`config.mk`:
```
export PLATFORM = sky130hd
export DESIGN_NAME = hcf_unit
export DESIGN_NICKNAME = d
export VERILOG_FILES = /design/src/rtl/hcf_unit.sv
export SDC_FILE = /design/constraint.sdc
export NUM_CORES = 1
export LEC_CHECK = 0
export CELL_PAD_IN_SITES_DETAIL_PLACEMENT = 0
export CELL_PAD_IN_SITES_GLOBAL_PLACEMENT = 2
export CORE_MARGIN = 2
export CORE_UTILIZATION = 30
export CTS_CLUSTER_DIAMETER = 60
export DETAILED_ROUTE_END_ITERATION = 8
export PLACE_DENSITY = 0.74
export SYNTH_ARGS = -nofsm -noshare
export SYNTH_HDL_FRONTEND = slang
export SYNTH_SLANG_ARGS = --single-unit
```
`constraint.sdc`:
```
create_clock -name clock -period 9.1 [get_ports clock]
set_clock_uncertainty 0.1 [all_clocks]
set_input_delay 0.91 -clock clock [delete_from_list [all_inputs] [get_ports clock]]
set_output_delay 0.91 -clock clock [all_outputs]
set_load 0.01 [all_outputs]
```
`src/rtl/hcf_unit.sv`:
```
// hcf_unit: multi-cycle highest-common-factor execution unit.
//
// Computes HCF(operand_a, operand_b) by repeated subtraction of the smaller
// operand from the larger, then retires the result through the register
// file write port for exactly one cycle.
//
// Ports:
//   clock       rising-edge clock (shared with the register file)
//   reset       asynchronous active-low reset
//   start       issue request, sampled only while idle
//   operand_a   first operand  (register file read_data1)
//   operand_b   second operand (register file read_data2)
//   dest_reg    destination register number
//   abort       cancel an in-flight computation (honoured only in CALC)
//   busy        high while computing or retiring
//   done        one-cycle completion pulse
//   result      last completed HCF, held until the next completion
//   iter_count  subtractions of the last/current operation, saturating
//   regwrite    register file write enable (never asserted for x0)
//   write_reg   register file write address
//   write_data  register file write data
module hcf_unit #(
  parameter int WIDTH     = 32,
  parameter int CNT_WIDTH = 16
) (
  input  logic                 clock,
  input  logic                 reset,
  input  logic                 start,
  input  logic [WIDTH-1:0]     operand_a,
  input  logic [WIDTH-1:0]     operand_b,
  input  logic [4:0]           dest_reg,
  input  logic                 abort,
  output logic                 busy,
  output logic                 done,
  output logic [WIDTH-1:0]     result,
  output logic [CNT_WIDTH-1:0] iter_count,
  output logic                 regwrite,
  output logic [4:0]           write_reg,
  output logic [WIDTH-1:0]     write_data
);

  typedef enum logic [1:0] {
    IDLE = 2'd0,
    CALC = 2'd1,
    DONE = 2'd2
  } state_t;

  state_t                 state_q, state_d;
  logic [WIDTH-1:0]       a_q, a_d;
  logic [WIDTH-1:0]       b_q, b_d;
  logic [WIDTH-1:0]       res_q, res_d;
  logic [4:0]             dest_q, dest_d;
  logic [CNT_WIDTH-1:0]   cnt_q, cnt_d;
  logic                   finish;

  // Counter sticks at all-ones so a very long run still reads as "maximum".
  function automatic logic [CNT_WIDTH-1:0] sat_inc(input logic [CNT_WIDTH-1:0] v);
    if (&v) return v;
    return v + {{(CNT_WIDTH-1){1'b0}}, 1'b1};
  endfunction

  // Either operand reaching zero, or both equal, means the other one is the HCF.
  assign finish = (a_q == '0) || (b_q == '0) || (a_q == b_q);

  // State and datapath registers
  always_ff @(posedge clock or negedge reset) begin
    if (!reset) begin
      state_q <= IDLE;
      a_q     <= '0;
      b_q     <= '0;
      res_q   <= '0;
      dest_q  <= '0;
      cnt_q   <= '0;
    end else begin
      state_q <= state_d;
      a_q     <= a_d;
      b_q     <= b_d;
      res_q   <= res_d;
      dest_q  <= dest_d;
      cnt_q   <= cnt_d;
    end
  end

  // Next-state logic
  always_comb begin
    state_d = state_q;
    unique case (state_q)
      IDLE:    if (start) state_d = CALC;
      CALC: begin
        if (abort)       state_d = IDLE;
        else if (finish) state_d = DONE;
      end
      DONE:    state_d = IDLE;
      default: state_d = IDLE;
    endcase
  end

  // Datapath next values
  always_comb begin
    a_d    = a_q;
    b_d    = b_q;
    res_d  = res_q;
    dest_d = dest_q;
    cnt_d  = cnt_q;
    unique case (state_q)
      IDLE: begin
        if (start) begin
          a_d    = operand_a;
          b_d    = operand_b;
          dest_d = dest_reg;
          cnt_d  = '0;
        end
      end
      CALC: begin
        // Abort leaves everything, including the held result, untouched.
        if (!abort) begin
          if (finish) begin
            res_d = (a_q == '0) ? b_q : a_q;
          end else if (a_q > b_q) begin
            a_d   = a_q - b_q;
            cnt_d = sat_inc(cnt_q);
          end else begin
            b_d   = b_q - a_q;
            cnt_d = sat_inc(cnt_q);
          end
        end
      end
      default: ;
    endcase
  end

  // Outputs: the write port is quiet outside DONE, and x0 is never written.
  always_comb begin
    busy       = (state_q != IDLE);
    done       = (state_q == DONE);
    regwrite   = (state_q == DONE) && (dest_q != 5'd0);
    write_reg  = (state_q == DONE) ? dest_q : 5'd0;
    write_data = (state_q == DONE) ? res_q : '0;
    result     = res_q;
    iter_count = cnt_q;
  end

endmodule
```
---- Word-level counts from Yosys, hierarchy flattened ----
Cells that the tools add are included.
storage, ports and cells
  logic and storage cells ................. 70
  flip-flop bits (word level) ............. 119
cells by class
  add/sub/neg operators ................... 3
  $lt $le $gt $ge ......................... 1
  reductions and logical operators ........ 16
  equal/unequal tests ..................... 9
  mux-type cells .......................... 34
  bitwise logic cells ..................... 1
operators by type and width
  kind                                                  number
  2-to-1 mux 32 bit                                     10
  one-hot mux 32 bit (2 select lines)                   2
  2-to-1 mux 16 bit                                     7
  zero test 32 bit                                      2
  subtractor 32 bit                                     2
  equality test 32 bit                                  1
  greater-than comparator 32 bit                        1
  one-hot mux 16 bit (2 select lines)                   1
  adder 16 x 1 -> 16 bit (second input constant)        1
  AND reduction 16 bit                                  1
  inequality test 2 bit (second input constant)         5
  AND reduction 5 bit                                   2
  2-to-1 mux 1 bit                                      9
  2-to-1 mux 2 bit                                      3
  2-to-1 mux 5 bit                                      1
  nonzero test 5 bit                                    1
  one-hot mux 2 bit (2 select lines)                    1
  AND reduction 2 bit                                   2
  AND reduction 4 bit                                   1
  nonzero test 2 bit                                    2
  inequality test 3 bit (second input constant)         1
  AND reduction 3 bit                                   1
  equality test 2 x 1 -> 1 bit (second input constant)  1
  equality test 2 bit (second input constant)           1
  other kinds (4)                                       5

---- Logic depth before layout (Yosys ltp) ----
  word-level depth ........................ 11
  gate-level depth with buffers ........... 14
  mapped depth without buffers ............ 12

---- Least setup slack after synthesis ----
Ideal clock, no wire load.
  path kind ............................... reg2reg
  start point ............................. reg a_q[2]
  end point ............................... reg b_q[30]
  arrival ................................. 2.941 ns
  required time ........................... 8.905 ns
  stages on the path, launching flop included .. 13
  period minus slack after synthesis ...... 3.137 ns
  buffers on the path ..................... 1
  library setup time ...................... 0.095 ns
  path slack .............................. 5.963 ns
  path through ............................ dfrtp_1 -> inv_1 -> ha_1 -> buf_6 -> nor2b_4 -> o31a_1 -> o311a_4 -> o41ai_4 -> o21ai_2 -> a2111oi_4 -> o31ai_1 -> xnor2_1 -> o31ai_1
between the ends
  cells in the longest elaborated chain, start to end .. 5
  elaborated cells between the ends (all ways) .. 13
  those cells by class .................... add/sub (1); order compare (1); eq/ne (3); mux (4); reduce/logical (4)
ends and longest elaborated chain
  item                                                                        RTL line  RTL
  start: declaration                                                          49        logic [WIDTH-1:0] a_q, a_d;
  start signal: assignment                                                    69        a_q <= '0;
  start signal: assignment                                                    76        a_q <= a_d;
  subtractor 32 bit or zero test 32 bit (tied branches)                       123, 63
  2-to-1 mux 32 bit or logical OR 1 bit (tied branches)                       119, 63
  2-to-1 mux 32 bit or logical OR 1 bit (tied branches)                       117, 63
  2-to-1 mux 32 bit or inequality test 2 bit (tied branches)                  --
  one-hot mux 32 bit (2 select lines) or AND reduction 5 bit (tied branches)  --
  end signal: assignment                                                      70        b_q <= '0;
  end signal: assignment                                                      77        b_q <= b_d;
  end: declaration                                                            50        logic [WIDTH-1:0] b_q, b_d;
Several ways; a longest one is shown, not always the timed one. The select of a mux whose other input is x is not followed.
A chain may end at the register's enable or synchronous reset.

---- Worst setup path in the final report ----
  start point ............................. reg a_q[25]
  end point ............................... reg b_q[20]
between the ends
  cells in the longest elaborated chain, start to end .. 5
  elaborated cells between the ends (all ways) .. 8
  those cells by class .................... order compare (1); eq/ne (3); reduce/logical (4)
ends and longest elaborated chain
  item
  parallel branches: the longest is 4 deep, another holds greater-than comparator 32 bit
  AND reduction 5 bit (no line) *
Mark *: on every way between the ends.

==> impl_table.tex <==
\begin{tabular}{lr}
\hline
Metric & Value \\
\hline
\multicolumn{2}{l}{\textbf{Run status}} \\
Outcome & finished, final reports clean \\
\multicolumn{2}{l}{\textbf{GRT}} \\
Via count of the first global-routing pass & 8396 \\
Global route overflow & 0 \\
Largest net degree at the start of global routing & 73 \\
Initial antenna violation count & 1 \\
Global-route total usage across every layer & 20.4\% \\
Global-route wire length before repair & 52000 um \\
\multicolumn{2}{l}{\textbf{Yosys}} \\
Post-synth EDFFs & 0 \\
Sequential element share of the synthesized area & 31.3\% \\
Synth Net Count & 1291 \\
Most used flip-flop cell after synthesis & sky130\_fd\_sc\_hd\_\_dfrtp\_1 \\
Mean instance size in the synthesized netlist & 8.26 um\^{}2 \\
Number of distinct library cell variants in the gate-level netlist after synthesis & 70 \\
Number of warnings reported in the yosys synthesis log & 0 \\
Synth area leaders & sky130\_fd\_sc\_hd\_\_dfrtp\_1 (31\%), sky130\_fd\_sc\_hd\_\_ha\_1 (8.4\%), sky130\_fd\_sc\_hd\_\_a21oi\_1 (6.0\%) \\
Post-synth design cell area & around 9500 um\^{}2 \\
Post-synthesis register bit count & 119 \\
Portion of synthesized cell area occupied by the leading cell type & 31.3\% \\
Fraction of synthesis flops using an asynchronous set or reset pin & 100\% \\
Number of instances in the synthesized netlist & about 1200 \\
Cell taking the most area after synthesis & sky130\_fd\_sc\_hd\_\_dfrtp\_1 \\
\multicolumn{2}{l}{\textbf{Place}} \\
Instance area at placement & 11300 um\^{}2 \\
Number of buffer cells added on primary ports & 160 \\
Detail Placement HPWL & 25600 um \\
Routability Congestion & 0.907 \\
Number of placed instances, taps included & 1654 \\
\multicolumn{2}{l}{\textbf{Floorplan}} \\
Area of the die & 33100 um\^{}2 \\
FP Rows & 65 \\
Placeable core area & roughly 31000 um\^{}2 \\
Chip width & 182 um \\
Height of the die & 182 um \\
Number of top-level design ports & 161 \\
Initial Util & between 30\% and 40\% \\
\multicolumn{2}{l}{\textbf{Timing}} \\
Final setup fails & 0 \\
Hold Fails Final Rpt & 0 \\
Slew Limit Fails & 0 \\
Total negative slack & 0 ps \\
Period minus WS final & 4220 ps \\
Tightest hold margin & 395 ps \\
Final worst-path cycle share & 46.4\% \\
Unrepaired setup endpoints after global routing & false \\
Worst slew slack as a fraction of its limit & 30.9\% \\
Actual transition at the worst max-transition pin & about 1000 ps \\
Upper clock frequency limit & about 240 MHz \\
\multicolumn{2}{l}{\textbf{Route}} \\
Routed length per placed instance & 19.8 um \\
Routed wire length & 33400 um \\
Final routed DRC violation total & 0 \\
DRC violation total after the first TritonRoute iteration & around 620 \\
Total via count after detailed routing & 8710 \\
Detail Route Antenna Nets & 0 \\
Routed vias/inst & $\sim$5.2 \\
First-pass DRT Iterations & 5 \\
\multicolumn{2}{l}{\textbf{Final layout}} \\
Multi-input logic area & between 5000 and 6000 um\^{}2 \\
Fill cells & 3273 \\
Post-Layout Inst Area & about 12000 um\^{}2 \\
Final cell count without fillers & between 1500 and 2000 \\
Diodes inserted & 0 \\
Total number of nets in the final design & $\sim$1400 \\
Register area & roughly 3000 um\^{}2 \\
Signed area change from the synthesized netlist to the final layout & 25.6\% \\
Commonest non-fill, non-tap cells in the layout & sky130\_fd\_sc\_hd\_\_clkdlybuf4s50\_1 (159), sky130\_fd\_sc\_hd\_\_nand2\_1 (128), sky130\_fd\_sc\_hd\_\_dfrtp\_1 (119) \\
Most common library cell in the layout ignoring fill and taps & sky130\_fd\_sc\_hd\_\_clkdlybuf4s50\_1 \\
Fraction of layout cells with a size suffix above 1 & under 10\% \\
\multicolumn{2}{l}{\textbf{CTS}} \\
CTS sink count & 119 \\
Deepest level of the CTS H-tree & 4 \\
Clock tree buffer depth & 2 \\
Later-pin clock latency in the skew report & 430 ps \\
Count of instances resized after the clock tree is built & 0 \\
TritonCTS clock tree & done \\
Post-CTS setup-driven buffer insertion count & 0 \\
Post-CTS Hold Buffers & 0 \\
Number of buffers created by CTS & 17 \\
Clock slew at the register clock pins of the worst setup and hold paths & roughly 60 ps \\
Clock tree root buffer cell & sky130\_fd\_sc\_hd\_\_clkbuf\_16 \\
\multicolumn{2}{l}{\textbf{Min path}} \\
Type of the tightest min-delay check & reg2reg \\
\multicolumn{2}{l}{\textbf{Setup path}} \\
Type of element capturing the critical path & register \\
Path type of the worst setup path & reg2reg \\
Critical path arrival & 4400 ps \\
Required @ worst endpoint & just over 9000 ps \\
FF-to-FF setup slack & 4880 ps \\
Critical path fanouts, max & 48 \\
Startpoint type of the worst setup path & register \\
\multicolumn{2}{l}{\textbf{Pwr}} \\
Maximum ir drop on the vdd rail & 0.000148 V \\
Pwr per Cell Area & 413 nW/um\^{}2 \\
Static leakage power & just over 5 nW \\
\multicolumn{2}{l}{\textbf{Job}} \\
Max-capacitance violation count & 0 \\
\hline
\end{tabular}
state kept, by name, indices dropped and copies added (netlist names):
signal      flops
state_q         2
dest_q          5
iter_count     16
result         32
b_q            32
a_q            32
logic make-up after synthesis:
logic type	after synthesis	synth area share (%)
muxes	17	1.80
adders and majority gates	66	8.84
AOI/OAI and AO/OA	368	25.6
buffers and inverters	145	7.13
DFF	119	31.3
and+or+nand+nor	375	19.6
xor gates and xnor gates	62	5.71
Yosys cell counts (12+ instances only):
cell	instances
sky130_fd_sc_hd__a21oi_2	18
sky130_fd_sc_hd__a211oi_1	24
sky130_fd_sc_hd__o21ai_0	98
sky130_fd_sc_hd__inv_1	76
sky130_fd_sc_hd__nand4_1	16
sky130_fd_sc_hd__buf_2	14
sky130_fd_sc_hd__xor2_1	31
sky130_fd_sc_hd__nor2b_1	12
sky130_fd_sc_hd__ha_1	64
sky130_fd_sc_hd__nor3_1	15
sky130_fd_sc_hd__mux2i_1	16
sky130_fd_sc_hd__nor2_1	83
sky130_fd_sc_hd__clkbuf_1	34
sky130_fd_sc_hd__nand2_1	128
sky130_fd_sc_hd__a21o_1	26
sky130_fd_sc_hd__nor4_1	18
sky130_fd_sc_hd__xnor2_1	31
sky130_fd_sc_hd__a21oi_1	114
sky130_fd_sc_hd__and2_1	45
sky130_fd_sc_hd__nand3_1	12
sky130_fd_sc_hd__dfrtp_1	119
worst max-delay path, stage by stage (launching register included):
cell and delay (ps):
sky130_fd_sc_hd__dfrtp_1 390, sky130_fd_sc_hd__inv_1 80, sky130_fd_sc_hd__ha_1 530, sky130_fd_sc_hd__nand4_2 250, sky130_fd_sc_hd__or3_1 500, sky130_fd_sc_hd__or4_4 580
sky130_fd_sc_hd__nor3b_1 200, sky130_fd_sc_hd__nand2_2 120, sky130_fd_sc_hd__a32o_1 140, sky130_fd_sc_hd__or2_2 350, sky130_fd_sc_hd__buf_4 610, sky130_fd_sc_hd__o21ai_0 190
final timing paths:
check                                  startpoint                endpoint  cells after the start
min reg2reg                result[16]$_DFFE_PN0P_  result[16]$_DFFE_PN0P_                      2
min                        result[16]$_DFFE_PN0P_  result[16]$_DFFE_PN0P_                      2
max in group asynchronous                   reset     a_q[16]$_DFFE_PN0P_                      2
max                           a_q[25]$_DFFE_PN0P_     b_q[20]$_DFFE_PN0P_                     11
min in group asynchronous                   reset   result[7]$_DFFE_PN0P_                      1
max reg2reg                   a_q[25]$_DFFE_PN0P_     b_q[20]$_DFFE_PN0P_                     11
metrics by stage:
stage	utilization [%]	power (mW)	worst slack [ps]
finish	38.1	4.93	4880
global route	38.1	5.35	4600
CTS	38.1	4.93	4900
detailed placement	36.0	4.15	4910
global placement	36.0	4.19	5000
floorplan	-	3.31	5960
metal layers:
metal | vias to the layer above | wire [um] | GRT usage [%]
met3 | 27 | 1710 | 2.89
li1 | 4259 | - | -
met5 | - | 0 | 0
met1 | 4156 | 16900 | 30.9
met2 | 268 | 14400 | 30.6
met4 | 0 | 465 | 4.61
area by class of cell:
| cell class | instances | area share, % |
|---|---|---|
| Sequential cell | 119 | 24.9 |
| Clock buffer | 18 | 3.68 |
| Timing Repair Buffer | 169 | 14.0 |
| Clock inverter | 13 | 1.63 |
| Inverter | 76 | 2.39 |
| Multi-Input combinational cell | 888 | 49.2 |
| Tap cell | 402 | 4.21 |
power breakdown:
part / total, mW / internal, mW / switching (mW)
Clock: 0.751 / 0.468 / 0.283
Sequential: 0.916 / 0.689 / 0.227
Combinational: 3.26 / 1.25 / 2.02
Total: 4.93 / 2.40 / 2.53
Power figures use the tool's default switching activity.
